--- src/rtl/bcd_subtractor_if.sv ---
// Operand/result bundle for the digit-serial BCD subtractor.
// Carries the start request, packed-BCD operands and the registered results.
// master drives start/x/y; slave (the subtractor) drives diff/borrow/busy/done/err.
interface bcd_subtractor_if #(
   parameter int DIGITS = 4
);
   logic                start;
   logic [4*DIGITS-1:0] x;
   logic [4*DIGITS-1:0] y;
   logic [4*DIGITS-1:0] diff;
   logic                borrow;
   logic                busy;
   logic                done;
   logic                err;

   modport master (
      output start, x, y,
      input  diff, borrow, busy, done, err
   );

   modport slave (
      input  start, x, y,
      output diff, borrow, busy, done, err
   );
endinterface

--- src/rtl/bcd_subtractor.sv ---
// Digit-serial packed-BCD subtractor x - y, one digit per clock, LSD first.
// Latency: DIGITS cycles from accepting start to the done pulse; one op per DIGITS+2 cycles.
// No backpressure: start is sampled only in IDLE and ignored otherwise. Optional check: BCD_CHECK_EN.
module bcd_subtractor #(
   parameter int DIGITS = 4
) (
   input logic             clk,
   input logic             rst_n,
   bcd_subtractor_if.slave bus
);
   localparam int W  = 4 * DIGITS;
   localparam int IW = $clog2(DIGITS + 1);

   typedef enum logic [1:0] {IDLE, RUN, DONE} state_t;

   state_t         state;
   state_t         state_nxt;
   logic [W-1:0]   xs;
   logic [W-1:0]   ys;
   logic [W-1:0]   res;
   logic [W-1:0]   res_shift;
   logic           b;
   logic [IW-1:0]  idx;
   logic [3:0]     xd;
   logic [3:0]     yd;
   logic [4:0]     t;
   logic [3:0]     dig;
   logic           b_nxt;
   logic           last;
   logic           accept;

   // Per-digit arithmetic on the low digit of the operand shift registers.
   assign xd        = xs[3:0];
   assign yd        = ys[3:0];
   assign t         = {1'b0, xd} - {1'b0, yd} - {4'd0, b};
   assign b_nxt     = t[4];
   assign dig       = t[4] ? (t[3:0] + 4'd10) : t[3:0];
   // New digit enters at the top so the LSD ends up at bits [3:0] after DIGITS steps.
   assign res_shift = W'({dig, res} >> 4);
   assign last      = (idx == IW'(DIGITS - 1));
   assign accept    = (state == IDLE) && bus.start;

   // State register.
   always_ff @(posedge clk) begin
      if (!rst_n) state <= IDLE;
      else        state <= state_nxt;
   end

   // Next-state logic: DONE always lasts exactly one cycle, so start there is dropped.
   always_comb begin
      state_nxt = state;
      case (state)
         IDLE:    if (bus.start) state_nxt = RUN;
         RUN:     if (last)      state_nxt = DONE;
         DONE:                   state_nxt = IDLE;
         default:                state_nxt = IDLE;
      endcase
   end

   // Status outputs decoded straight from the state register.
   always_comb begin
      bus.busy = (state == RUN);
      bus.done = (state == DONE);
   end

   // Operand capture, digit loop and result publication on the last digit.
   always_ff @(posedge clk) begin
      if (!rst_n) begin
         xs         <= '0;
         ys         <= '0;
         res        <= '0;
         b          <= 1'b0;
         idx        <= '0;
         bus.diff   <= '0;
         bus.borrow <= 1'b0;
      end else if (accept) begin
         xs  <= bus.x;
         ys  <= bus.y;
         res <= '0;
         b   <= 1'b0;
         idx <= '0;
      end else if (state == RUN) begin
         xs  <= xs >> 4;
         ys  <= ys >> 4;
         res <= res_shift;
         b   <= b_nxt;
         idx <= idx + 1'b1;
         if (last) begin
            bus.diff   <= res_shift;
            bus.borrow <= b_nxt;
         end
      end
   end

`ifdef BCD_CHECK_EN
   logic bad_acc;
   logic bad_dig;

   assign bad_dig = (xd > 4'd9) || (yd > 4'd9);

   // Accumulate any non-decimal digit seen during RUN; publish it with the result.
   always_ff @(posedge clk) begin
      if (!rst_n) begin
         bad_acc <= 1'b0;
         bus.err <= 1'b0;
      end else if (accept) begin
         bad_acc <= 1'b0;
      end else if (state == RUN) begin
         bad_acc <= bad_acc | bad_dig;
         if (last) bus.err <= bad_acc | bad_dig;
      end
   end
`else
   assign bus.err = 1'b0;
`endif

endmodule

--- src/flat_wrapper.sv ---
// flat-port wrapper written by rule: the top's interface ports become plain ports
module bcd_subtractor_flat 
#(
   parameter int DIGITS = 4
)
  (clk, rst_n, bus_start, bus_x, bus_y, bus_diff, bus_borrow, bus_busy, bus_done, bus_err);
  bcd_subtractor_if #(.DIGITS(DIGITS)) bus_i ();
  input logic clk;
  input logic rst_n;
  input wire logic [$bits(bus_i.start)-1:0] bus_start;
  input wire logic [$bits(bus_i.x)-1:0] bus_x;
  input wire logic [$bits(bus_i.y)-1:0] bus_y;
  output wire logic [$bits(bus_i.diff)-1:0] bus_diff;
  output wire logic [$bits(bus_i.borrow)-1:0] bus_borrow;
  output wire logic [$bits(bus_i.busy)-1:0] bus_busy;
  output wire logic [$bits(bus_i.done)-1:0] bus_done;
  output wire logic [$bits(bus_i.err)-1:0] bus_err;
  assign bus_i.start = bus_start;
  assign bus_i.x = bus_x;
  assign bus_i.y = bus_y;
  assign bus_diff = bus_i.diff;
  assign bus_borrow = bus_i.borrow;
  assign bus_busy = bus_i.busy;
  assign bus_done = bus_i.done;
  assign bus_err = bus_i.err;
  bcd_subtractor #(.DIGITS(DIGITS)) u_core (.clk(clk), .rst_n(rst_n), .bus(bus_i));
endmodule
--- config.mk ---
export PLATFORM = sky130hd
export DESIGN_NAME = bcd_subtractor_flat
export DESIGN_NICKNAME = d
export VERILOG_FILES = /design/src/rtl/bcd_subtractor_if.sv /design/src/rtl/bcd_subtractor.sv /design/src/flat_wrapper.sv
export SDC_FILE = /design/constraint.sdc
export NUM_CORES = 1
export LEC_CHECK = 0
export CAP_MARGIN = 30
export CORE_MARGIN = 5
export CORE_UTILIZATION = 45
export CTS_BUF_LIST = sky130_fd_sc_hd__clkbuf_8
export CTS_CLUSTER_DIAMETER = 200
export DETAILED_ROUTE_END_ITERATION = 7
export PLACE_DENSITY = 0.75
export SLEW_MARGIN = 20
export SYNTH_ARGS = -nofsm -noshare
export SYNTH_HDL_FRONTEND = slang
export SYNTH_SLANG_ARGS = --single-unit
--- constraint.sdc ---
create_clock -name clk -period 4.9 [get_ports clk]
set_input_delay 0.49 -clock clk [delete_from_list [all_inputs] [get_ports clk]]
set_output_delay 0.49 -clock clk [all_outputs]
set_load 0.01 [all_outputs]
After elaboration in Yosys (flattened, before gate mapping):

Index checks and enable logic that the tools add are counted.

* register bits: 71
* word-level logic and storage cells: 33
* output and inout port bits: 20
* input port bits: 35

* add/subtract/negate cells: 4
* reduce and logical (&&, ||, !) cells: 6
* eq/ne operators: 5
* bitwise operators: 2
* mux-type cells: 8

Operators by type and width (number)
* two-way mux 16 bit: 4
* subtractor 4 x 4 -> 5 bit: 1
* subtractor 5 x 1 -> 5 bit: 1
* adder 4 bit (second input constant): 1
* two-way mux 2 bit: 2
* two-way mux 4 bit: 1
* case mux 2 bit (2 select lines): 1
* adder 3 x 1 -> 3 bit (second input constant): 1
* equality test 3 x 2 -> 1 bit (second input constant): 1
* AND reduction 3 bit: 1
* equality test 2 x 1 -> 1 bit (second input constant): 1
* equality test 2 bit (second input constant): 1
* logical NOT 2 bit: 1
* != test 2 x 1 -> 1 bit (second input constant): 1
* != test 2 bit (second input constant): 1
* NOT 1 bit: 2
* AND reduction 2 bit: 1
* nonzero test 2 bit: 1
* OR reduction 2 bit: 1
* logical AND 1 bit: 1

Logic depth before layout (Yosys ltp):

Gate-level depths: netlist of run 1.

* depth after elaboration: 4
* mapped depth: 10
* depth with buffers taken out: 10

Least setup slack after synthesis of run 1:

No wires, ideal clock.

* path type: register to register
* start point: register u_core.b
* end point: register u_core.res[14]
* setup time: 0.086 ns
* path slack: 2.498 ns
* stages on the path, launching flop included: 11
* arrival: 2.316 ns
* buffers on the path: 0
* clock period less this slack: 2.402 ns
* required time: 4.814 ns
* path through: dfxtp_1 inv_1 fa_1 fa_1 nand2b_1 nand2_1 ha_1 a21oi_1 o22a_1 o221a_1 a211oi_1

* cells in the longest elaborated chain, start to end: 3

RTL lines
* start: declaration: RTL line bcd_subtractor.sv:22 `logic b;`
* start signal: assignment: RTL line bcd_subtractor.sv:86 `b <= b_nxt;`
* subtractor 5 x 1 -> 5 bit (*): RTL line bcd_subtractor.sv:35 `assign t = {1'b0, xd} - {1'b0, yd} - {4'd0, b};`
* adder 4 bit: RTL line bcd_subtractor.sv:37 `assign dig = t[4] ? (t[3:0] + 4'd10) : t[3:0];`
* two-way mux 4 bit (*): RTL line bcd_subtractor.sv:37
* end signal: assignment: RTL line bcd_subtractor.sv:85 `res <= res_shift;`
* end: declaration: RTL line bcd_subtractor.sv:20 `logic [W-1:0] res;`

Mark *: on every way between the ends. The rest lies on a longest branch, timed or not.
A chain may end at the register's enable or synchronous reset.

Worst setup path after layout of run 1:

* start point: register u_core.state[1]
* end point: output bus_busy

* cells in the longest elaborated chain, start to end: 1

RTL lines
* start: declaration: RTL line bcd_subtractor.sv:16 `state_t state;`
* start signal: assignment: RTL line bcd_subtractor.sv:46 `else state <= state_nxt;`
* equality test 2 x 1 -> 1 bit: RTL line bcd_subtractor.sv:62 `bus.busy = (state == RUN);`
* end: declaration: RTL line flat_wrapper.sv:15 `output wire logic [$bits(bus_i.busy)-1:0] bus_busy;`

Every way passes these cells.

==> summary.txt, run 1 <==
Status
  – Run status: finished, final reports clean

Clocking
  – Clock tree from TritonCTS: done
  – Setup Fix Bufs, Post-CTS: 0
  – H-tree level count: 3
  – CTS sink cnt: 67
  – CTS resizes: 0
  – Clock root buffer: clkbuf_8
  – CTS max path bufs: 2
  – Clk_lat worst skew: between 0.3 and 0.4 ns
  – Clk slew on worst S/H paths: 0.07 ns
  – CTS Hold Bufs: 0
  – Total CTS buffers: 9

Critical path
  – Slowest stage delay, CP: 0.80 ns
  – Critical path cell sequence: nand2b_1 > inv_2 > clkdlybuf4s50_1
  – WS Path Type: flip-flop to output pin
  – Reg-to-reg slack, setup: 2.15 ns
  – Reg-to-reg critical path startpoint: u_core.state[1]
  – CP bufs+invs: 2
  – Critical Path Source Type: flip-flop
  – Slowest CP cell: inv_2
  – Max FO, Critical Path: 48
  – Worst EP arrival: between 2 and 3 ns
  – Worst Reg2Reg Path Length in Cells: 5
  – Worst endpoint required time: approximately 4.4 ns
  – Critical path's top delay family: buffers and inverters
  – Worst r2r dst: u_core.xs[0]
  – CP Capture Type: output pin

Synth
  – Simple-Gate Fraction of Synth Area: 0.163
  – Post-synthesis compound-gate area fraction: 0.252
  – Mapped Area: roughly 2900 sq um
  – Synth Area in XOR/XNOR: 0.0151
  – Synth cell types: 40
  – Synth Area in Adders: 0.0527
  – Post-synth top flop: dfxtp_1
  – Sequential share of the synthesized area: 0.463
  – Syn nets: between 300 and 400
  – Largest family of logic cells by synthesized area: compound AO/OA/AOI/OAI gates
  – Mux cell area share after synthesis: 0
  – Post-synthesis register bit count: 67
  – Post-synth ARST share: 0
  – Post-synth EDFFs: 0
  – Warnings, synthesis: 0
  – Mapped Cells: 331
  – Mean Syn Cell Area: just under 9 sq um

Pwr
  – Sw Share: 0.282
  – Cell internal pwr: about 860 uW
  – P_leak: about 0.0013 uW
  – Worst vdd ir: between 150 and 200 uV
  – Combinational share of power: 0.168
  – Pwr per Cell Area: between 300 and 400 nW/um^2
  – Clock Power Share: 0.346
  – Sequential power share: 0.487
  – Net Sw Power: 338 uW

STA
  – Final min period: 3.15 ns
  – Fin Setup TNS: 0 ns
  – RSZ-0062 raised after global routing: no
  – F_max: roughly 320 MHz
  – Pins Over Slew Limit: 0
  – Max-slew headroom: 0.399
  – Final period utilization: 0.643
  – Hold Slack: around 0.45 ns
  – Endpoints failing hold: 0
  – Clock Skews: 0.00692 ns
  – Actual slew at the worst max-slew pin: 0.901 ns
  – Setup-failing EPs final: 0

GRT
  – GRT Resource Usage Total: 0.150
  – First-pass GRT wire length: 10100 microns
  – Antenna violations before repair: 0
  – Global-route met2 utilization: 0.237
  – GRT overflow: 0
  – Met1 usage: 0.188
  – M3 GR Usage: 0.0501
  – GR peak layer: met2
  – Largest net degree at the start of global routing: 54
  – Vias in the first global route: approximately 2300

Detailed routing
  – Drt first-iter violations: 98
  – Via density: between 5 and 6
  – Routed len/inst: approximately 13 microns
  – DRT Pass-1 Iters: 4
  – DRC Markers: 0
  – DRT antenna net count: 0
  – DRT Wirelength: slightly above 6000 microns
  – Via Count: approximately 2400

Final layout
  – Area Growth Syn to Fin: 24.5%
  – Post-layout util: 0.572
  – N_diodes: 0
  – Final Instance Count excl. Fillers: around 460
  – Share of layout cells above drive strength 1: 0.0661
  – Nets: 419

Die
  – Core Rows: 29
  – Ports: between 50 and 60
  – Die Wd: about 90 microns
  – Die Y-Extent: 90.2 microns
  – Core Region: 6310 sq um
  – Initial Util: 0.459
  – Die area: 8140 sq um

Placed design
  – Inst Count DP: 439
  – PortBufs: 53
  – DP HPWL: just over 4000 microns
  – Placer Congestion: between 0.8 and 0.9

Worst hold path
  – Hold endpoint: u_core.bus.diff[10]
  – Hold path depth: 2
  – Hold_sp: u_core.bus.diff[10]
  – Min-delay worst type: flip-flop to flip-flop

Flow run
  – Max cap viols: 0
==> power by group through the flow <==
stage | combinational [uW] | clock (uW) | sequential, uW
2_1_floorplan | 145 | 0 | 590
3_3_place_gp | 194 | 0 | 594
3_5_place_dp | 200 | 0 | 594
4_1_cts | 201 | 420 | 582
5_1_grt | 221 | 446 | 584
6_report | 201 | 413 | 582
==> flip-flops by register name, summed over array words and instances (netlist names) <==
signal,cells
u_core.ys,16
u_core.state,2
u_core.xs,16
u_core.b,1
u_core.bus.borrow,1
u_core.idx,3
u_core.res,12
u_core.bus.diff,16
==> metrics by stage <==
stage	power [uW]	area [sq um]	setup slack (ns)
after floorplan	735	2900	2.50
after global placement	787	3430	2.16
after detailed placement	794	3430	2.13
after CTS	1200	3610	1.72
after global routing	1250	3610	1.55
final	1200	3610	1.75
==> logic make-up after synthesis <==
group                      count (synthesis)
AOI/OAI and AO/OA                        100
xor gates and xnor gates                   5
adders and majority gates                 11
buffers and inverters                     36
DFF                                       67
other                                      1
and+or+nand+nor                          111
==> layer usage <==
layer / share of wire / vias to the layer above / wire length (microns)
li1: - / 1217 / -
met1: 0.48 / 1083 / 2900
met2: 0.45 / 59 / 2710
met3: 0.061 / 9 / 371
met4: 0.015 / 0 / 94
met5: 0 / - / 0
==> Yosys cell counts, types with 2 or more instances <==
master,instances,area share
nor2_1,8,0.010
o21ai_0,3,0.0052
a22oi_1,24,0.062
o211a_1,2,0.0069
xor2_1,2,0.0060
nand2b_1,2,0.0043
nand2_1,82,0.11
buf_2,9,0.016
xnor2_1,3,0.0091
and2_1,3,0.0065
ha_1,9,0.039
dfxtp_1,67,0.46
clkbuf_1,11,0.014
a21boi_1,44,0.11
nand3_1,9,0.016
a21oi_1,13,0.022
buf_1,2,0.0026
fa_1,2,0.014
a211oi_1,4,0.010
inv_1,11,0.014
buf_4,2,0.0052
==> layout make-up <==
cell class	instances	area, sq um
fillers	600	2710
multi-input cells	228	1400
flip-flops and latches	67	1340
repair buffers	55	546
clock buffers	10	138
well taps	77	96.3
inverters	12	45.0
clock inverters	6	40.0
==> worst register-to-register path, delay by kind of cell, from the launching register on <==
| kind | cells | cell delay, ns |
|---|---|---|
| buffers and inverters | 1 | 0.55 |
| flip-flops | 1 | 0.34 |
| AND/OR/NAND/NOR | 3 | 1.64 |
| AO/OA/AOI/OAI | 1 | 0.16 |
==> cell usage in the layout (no fill, tap or decap), drive strengths merged <==
cell | synthesis | routed
a31oi | 1 | 1
o21a | 1 | 1
a211o | 1 | 1
clkinvlp | 0 | 1
dfxtp | 67 | 67
nand3 | 9 | 9
nand2 | 82 | 82
o221a | 1 | 1
and3b | 1 | 1
o31ai | 1 | 1
a21oi | 14 | 14
a21boi | 44 | 44
nor2 | 9 | 9
clkinv | 0 | 4
nor2b | 1 | 1
o22a | 1 | 1
a22oi | 24 | 24
conb | 1 | 1
and2 | 4 | 4
o211a | 2 | 2
buf | 13 | 2
clkdlybuf4s50 | 0 | 53
nand4 | 1 | 1
inv | 12 | 13
nand3b | 1 | 1
a211oi | 5 | 5
o221ai | 1 | 1
o21ai | 4 | 4
xnor2 | 3 | 3
nand2b | 3 | 3
clkbuf | 11 | 10
fa | 2 | 2
xor2 | 2 | 2
ha | 9 | 9
==> how the worst max path moves through the flow <==
stage,start,endpoint,cells after the start
after global routing,u_core.state[1],bus_busy,3
after floorplan,u_core.b,u_core.res[14],10
final,u_core.state[1],bus_busy,3
after CTS,u_core.state[1],bus_busy,3
after detailed placement,u_core.state[1],bus_busy,3
after global placement,u_core.state[1],bus_busy,3
(Power assumes the default switching activity.)
==> inputs of run 2 (changes only) <==
Clock period 4.9 ns to 3 ns, I/O delays scaled along.
==> run 2 against run 1 <==
Effect of this change:
- register-to-register slack got worse by 1.7 ns
- setup slack got worse by 1.3 ns
- highest routed layer unchanged
- cell count is 0.66% higher
- power increased by 77%
- first-iteration DRC count decreased by 6.1%
- hold slack better by 0.0056 ns
- core utilization increased by 1.2 points
- largest power group unchanged
- routed wire length increased by 0.44%
- clock power rose by 100%
==> summary.txt, run 2 (synthesized netlist as in run 1, its figures left out) <==
Critical path
  – Worst endpoint required time: 3.25 ns (was 4.41 ns)
  – CP bufs+invs: 1 (was 2)
  – Worst EP arrival: 2.82 ns (was 2.66 ns)
  – Slowest stage delay, CP: 0.46 ns (was 0.80 ns)
  – CP Capture Type: flip-flop (was output pin)
  – Cell count along the critical path: 10 (was 3)
  – Max FO, Critical Path: 3 (was 48)
  – Crit path from: u_core.b (was u_core.state[1])
  – CP most frequent cell: fa_1
  – Critical path cell sequence: inv_1 > fa_1 > fa_1 > nand2b_1 > nand2_1 > ha_1 > a21oi_1 > o22a_1 > o221a_1 > a211oi_1 (was nand2b_1 > inv_2 > clkdlybuf4s50_1)
  – Critical path's top delay family: adder cells (was buffers and inverters)
  – Reg-to-reg critical path startpoint: u_core.b (was u_core.state[1])
  – Critical Path Source Type: flip-flop (unchanged)
  – Slowest CP cell: fa_1 (was inv_2)
  – WS Path Type: flip-flop to flip-flop (was flip-flop to output pin)
  – Worst Reg2Reg Path Length in Cells: 10 (was 5)

Final layout
  – Fillers: 610 (was 600)
  – Sequential Area: 1340 sq um (unchanged)
  – Most common cell after layout, fill and taps aside: nand2_1 (unchanged)
  – Area Growth Syn to Fin: 27.1% (was 24.5%)
  – Final Instance Count excl. Fillers: 458 (was 455)
  – Area of the multi-input gates: 1400 sq um (unchanged)
  – N_diodes: 0 (unchanged)
  – Share of layout cells above drive strength 1: 0.0735 (was 0.0661)
  – Most frequent cells in the layout: nand2_1 (82), dfxtp_1 (67), clkdlybuf4s50_1 (53), a21boi_1 (44), a22oi_1 (24) (unchanged)
  – Nets: 422 (was 419)
  – Post-layout util: 0.583 (was 0.572)
  – Biggest registers after layout: u_core.bus.diff: 16 flops, u_core.xs: 16 flops, u_core.ys: 16 flops (unchanged)

GRT
  – GRT Resource Usage Total: 0.154 (was 0.150)
  – First-pass GRT wire length: 10400 microns (was 10100 microns)
  – Global-route met2 utilization: 0.257 (was 0.237)
  – Met1 usage: 0.186 (was 0.188)
  – Antenna violations before repair: 0 (unchanged)
  – Vias in the first global route: 2294 (was 2284)
  – M3 GR Usage: 0.0534 (was 0.0501)
  – GR peak layer: met2 (unchanged)
  – GRT overflow: 0 (unchanged)
  – Largest net degree at the start of global routing: 34 (was 54)

STA
  – RSZ-0062 raised after global routing: no (unchanged)
  – Fin Setup TNS: 0 ns (unchanged)
  – F_max: ~390 MHz
  – Setup-failing EPs final: 0 (unchanged)
  – Final setup margin: 0.425 ns (was 1.75 ns)
  – Actual slew at the worst max-slew pin: 0.679 ns (was 0.901 ns)
  – Clock Skews: 0.0107 ns (was 0.00692 ns)
  – Pins Over Slew Limit: 0 (unchanged)
  – Final period utilization: 0.858
  – Endpoints failing hold: 0 (unchanged)
  – Final min period: approximately 2.6 ns
  – Max-slew headroom: 0.547 (was 0.399)

Clocking
  – Clk slew on worst S/H paths: 0.08 ns (was 0.07 ns)
  – CTS Hold Bufs: 0 (unchanged)
  – CTS max path bufs: 2 (unchanged)
  – Clock tree from TritonCTS: done (unchanged)
  – Clock root buffer: clkbuf_8 (unchanged)
  – Setup Fix Bufs, Post-CTS: 0 (unchanged)
  – CTS sink cnt: 67 (unchanged)
  – Clk_lat worst skew: 0.34 ns (about the same)
  – H-tree level count: 3 (unchanged)
  – CTS resizes: 0 (unchanged)
  – Total CTS buffers: 9 (unchanged)

Detailed routing
  – Via Count: 2395 (was 2368)
  – Via density: 5.23 (was 5.20)
  – DRT Pass-1 Iters: 4 (unchanged)
  – Routed len/inst: 13.3 microns (about the same)
  – Drt first-iter violations: 92 (was 98)
  – DRC Markers: 0 (unchanged)
  – DRT Wirelength: 6100 microns (was 6070 microns)
  – DRT antenna net count: 0 (unchanged)

Die
  – Die Wd: 90.2 microns (unchanged)
  – Die Y-Extent: 90.2 microns (unchanged)
  – Initial Util: 0.459 (unchanged)
  – Ports: 55 (unchanged)
  – Core Rows: 29 (unchanged)
  – Die area: 8140 sq um (unchanged)
  – Core Region: 6310 sq um (unchanged)

Pwr
  – Pwr per Cell Area: 576 nW/um^2 (was 331 nW/um^2)
  – P_leak: 0.00138 uW (was 0.00135 uW)
  – Worst vdd ir: 393 uV (was 188 uV)

Placed design
  – DP HPWL: 4230 microns (was 4140 microns)
  – PortBufs: 53 (unchanged)
  – Inst Count DP: 441 (was 439)
  – Placer Congestion: 0.863 (was 0.830)
  – Placement Setup Slack: 0.443 ns (was 2.13 ns)

Worst hold path
  – Min-delay worst type: flip-flop to flip-flop (unchanged)
  – Hold_sp: u_core.bus.diff[4] (was u_core.bus.diff[10])
  – Hold path depth: 2 (unchanged)

Status
  – Run status: finished, final reports clean (unchanged)

Flow run
  – Max cap viols: 0 (unchanged)
==> run 2: per-layer routing <==
metal	up-vias	share of wire
met2	55	0.48
met4	0	0.010
li1	1216	-
met3	8	0.067
met1	1116	0.45
met5	-	0
==> run 2: area by class of cell <==
type,instances,area share
tap,77,0.0262
clock buffer,9,0.0336
sequential,67,0.364
inverter,12,0.0122
clock inverter,7,0.0275
timing repair buffer,58,0.155
multi-input combinational,228,0.381
==> run 2: worst paths after layout <==
kind                             end  slack, ns
setup / recovery      u_core.res[14]       0.42
hold / removal    u_core.bus.diff[4]       0.45
setup reg to reg      u_core.res[14]       0.42
hold reg to reg   u_core.bus.diff[4]       0.45
==> run 2: through the flow <==
| stage | power, uW | cell area (sq um) | hold slack [ns] |
|---|---|---|---|
| floorplan | 1200 | 2900 | 0.431 |
| global placement | 1290 | 3450 | 0.442 |
| detailed placement | 1300 | 3450 | 0.446 |
| CTS | 2140 | 3670 | 0.458 |
| global route | 2230 | 3680 | 0.475 |
| finish | 2120 | 3680 | 0.455 |
==> run 2: power breakdown <==
part	leakage (uW)	switching (uW)	internal [uW]
clock network	0.000106	366	473
logic	0.000723	173	157
registers	0.000546	22.8	927
total	0.00138	562	1560
==> run 2: worst min-delay path: stages, from the launching register on <==
cell and delay (ns):
dfxtp_1 0.31, nand2_1 0.05, a21boi_1 0.05
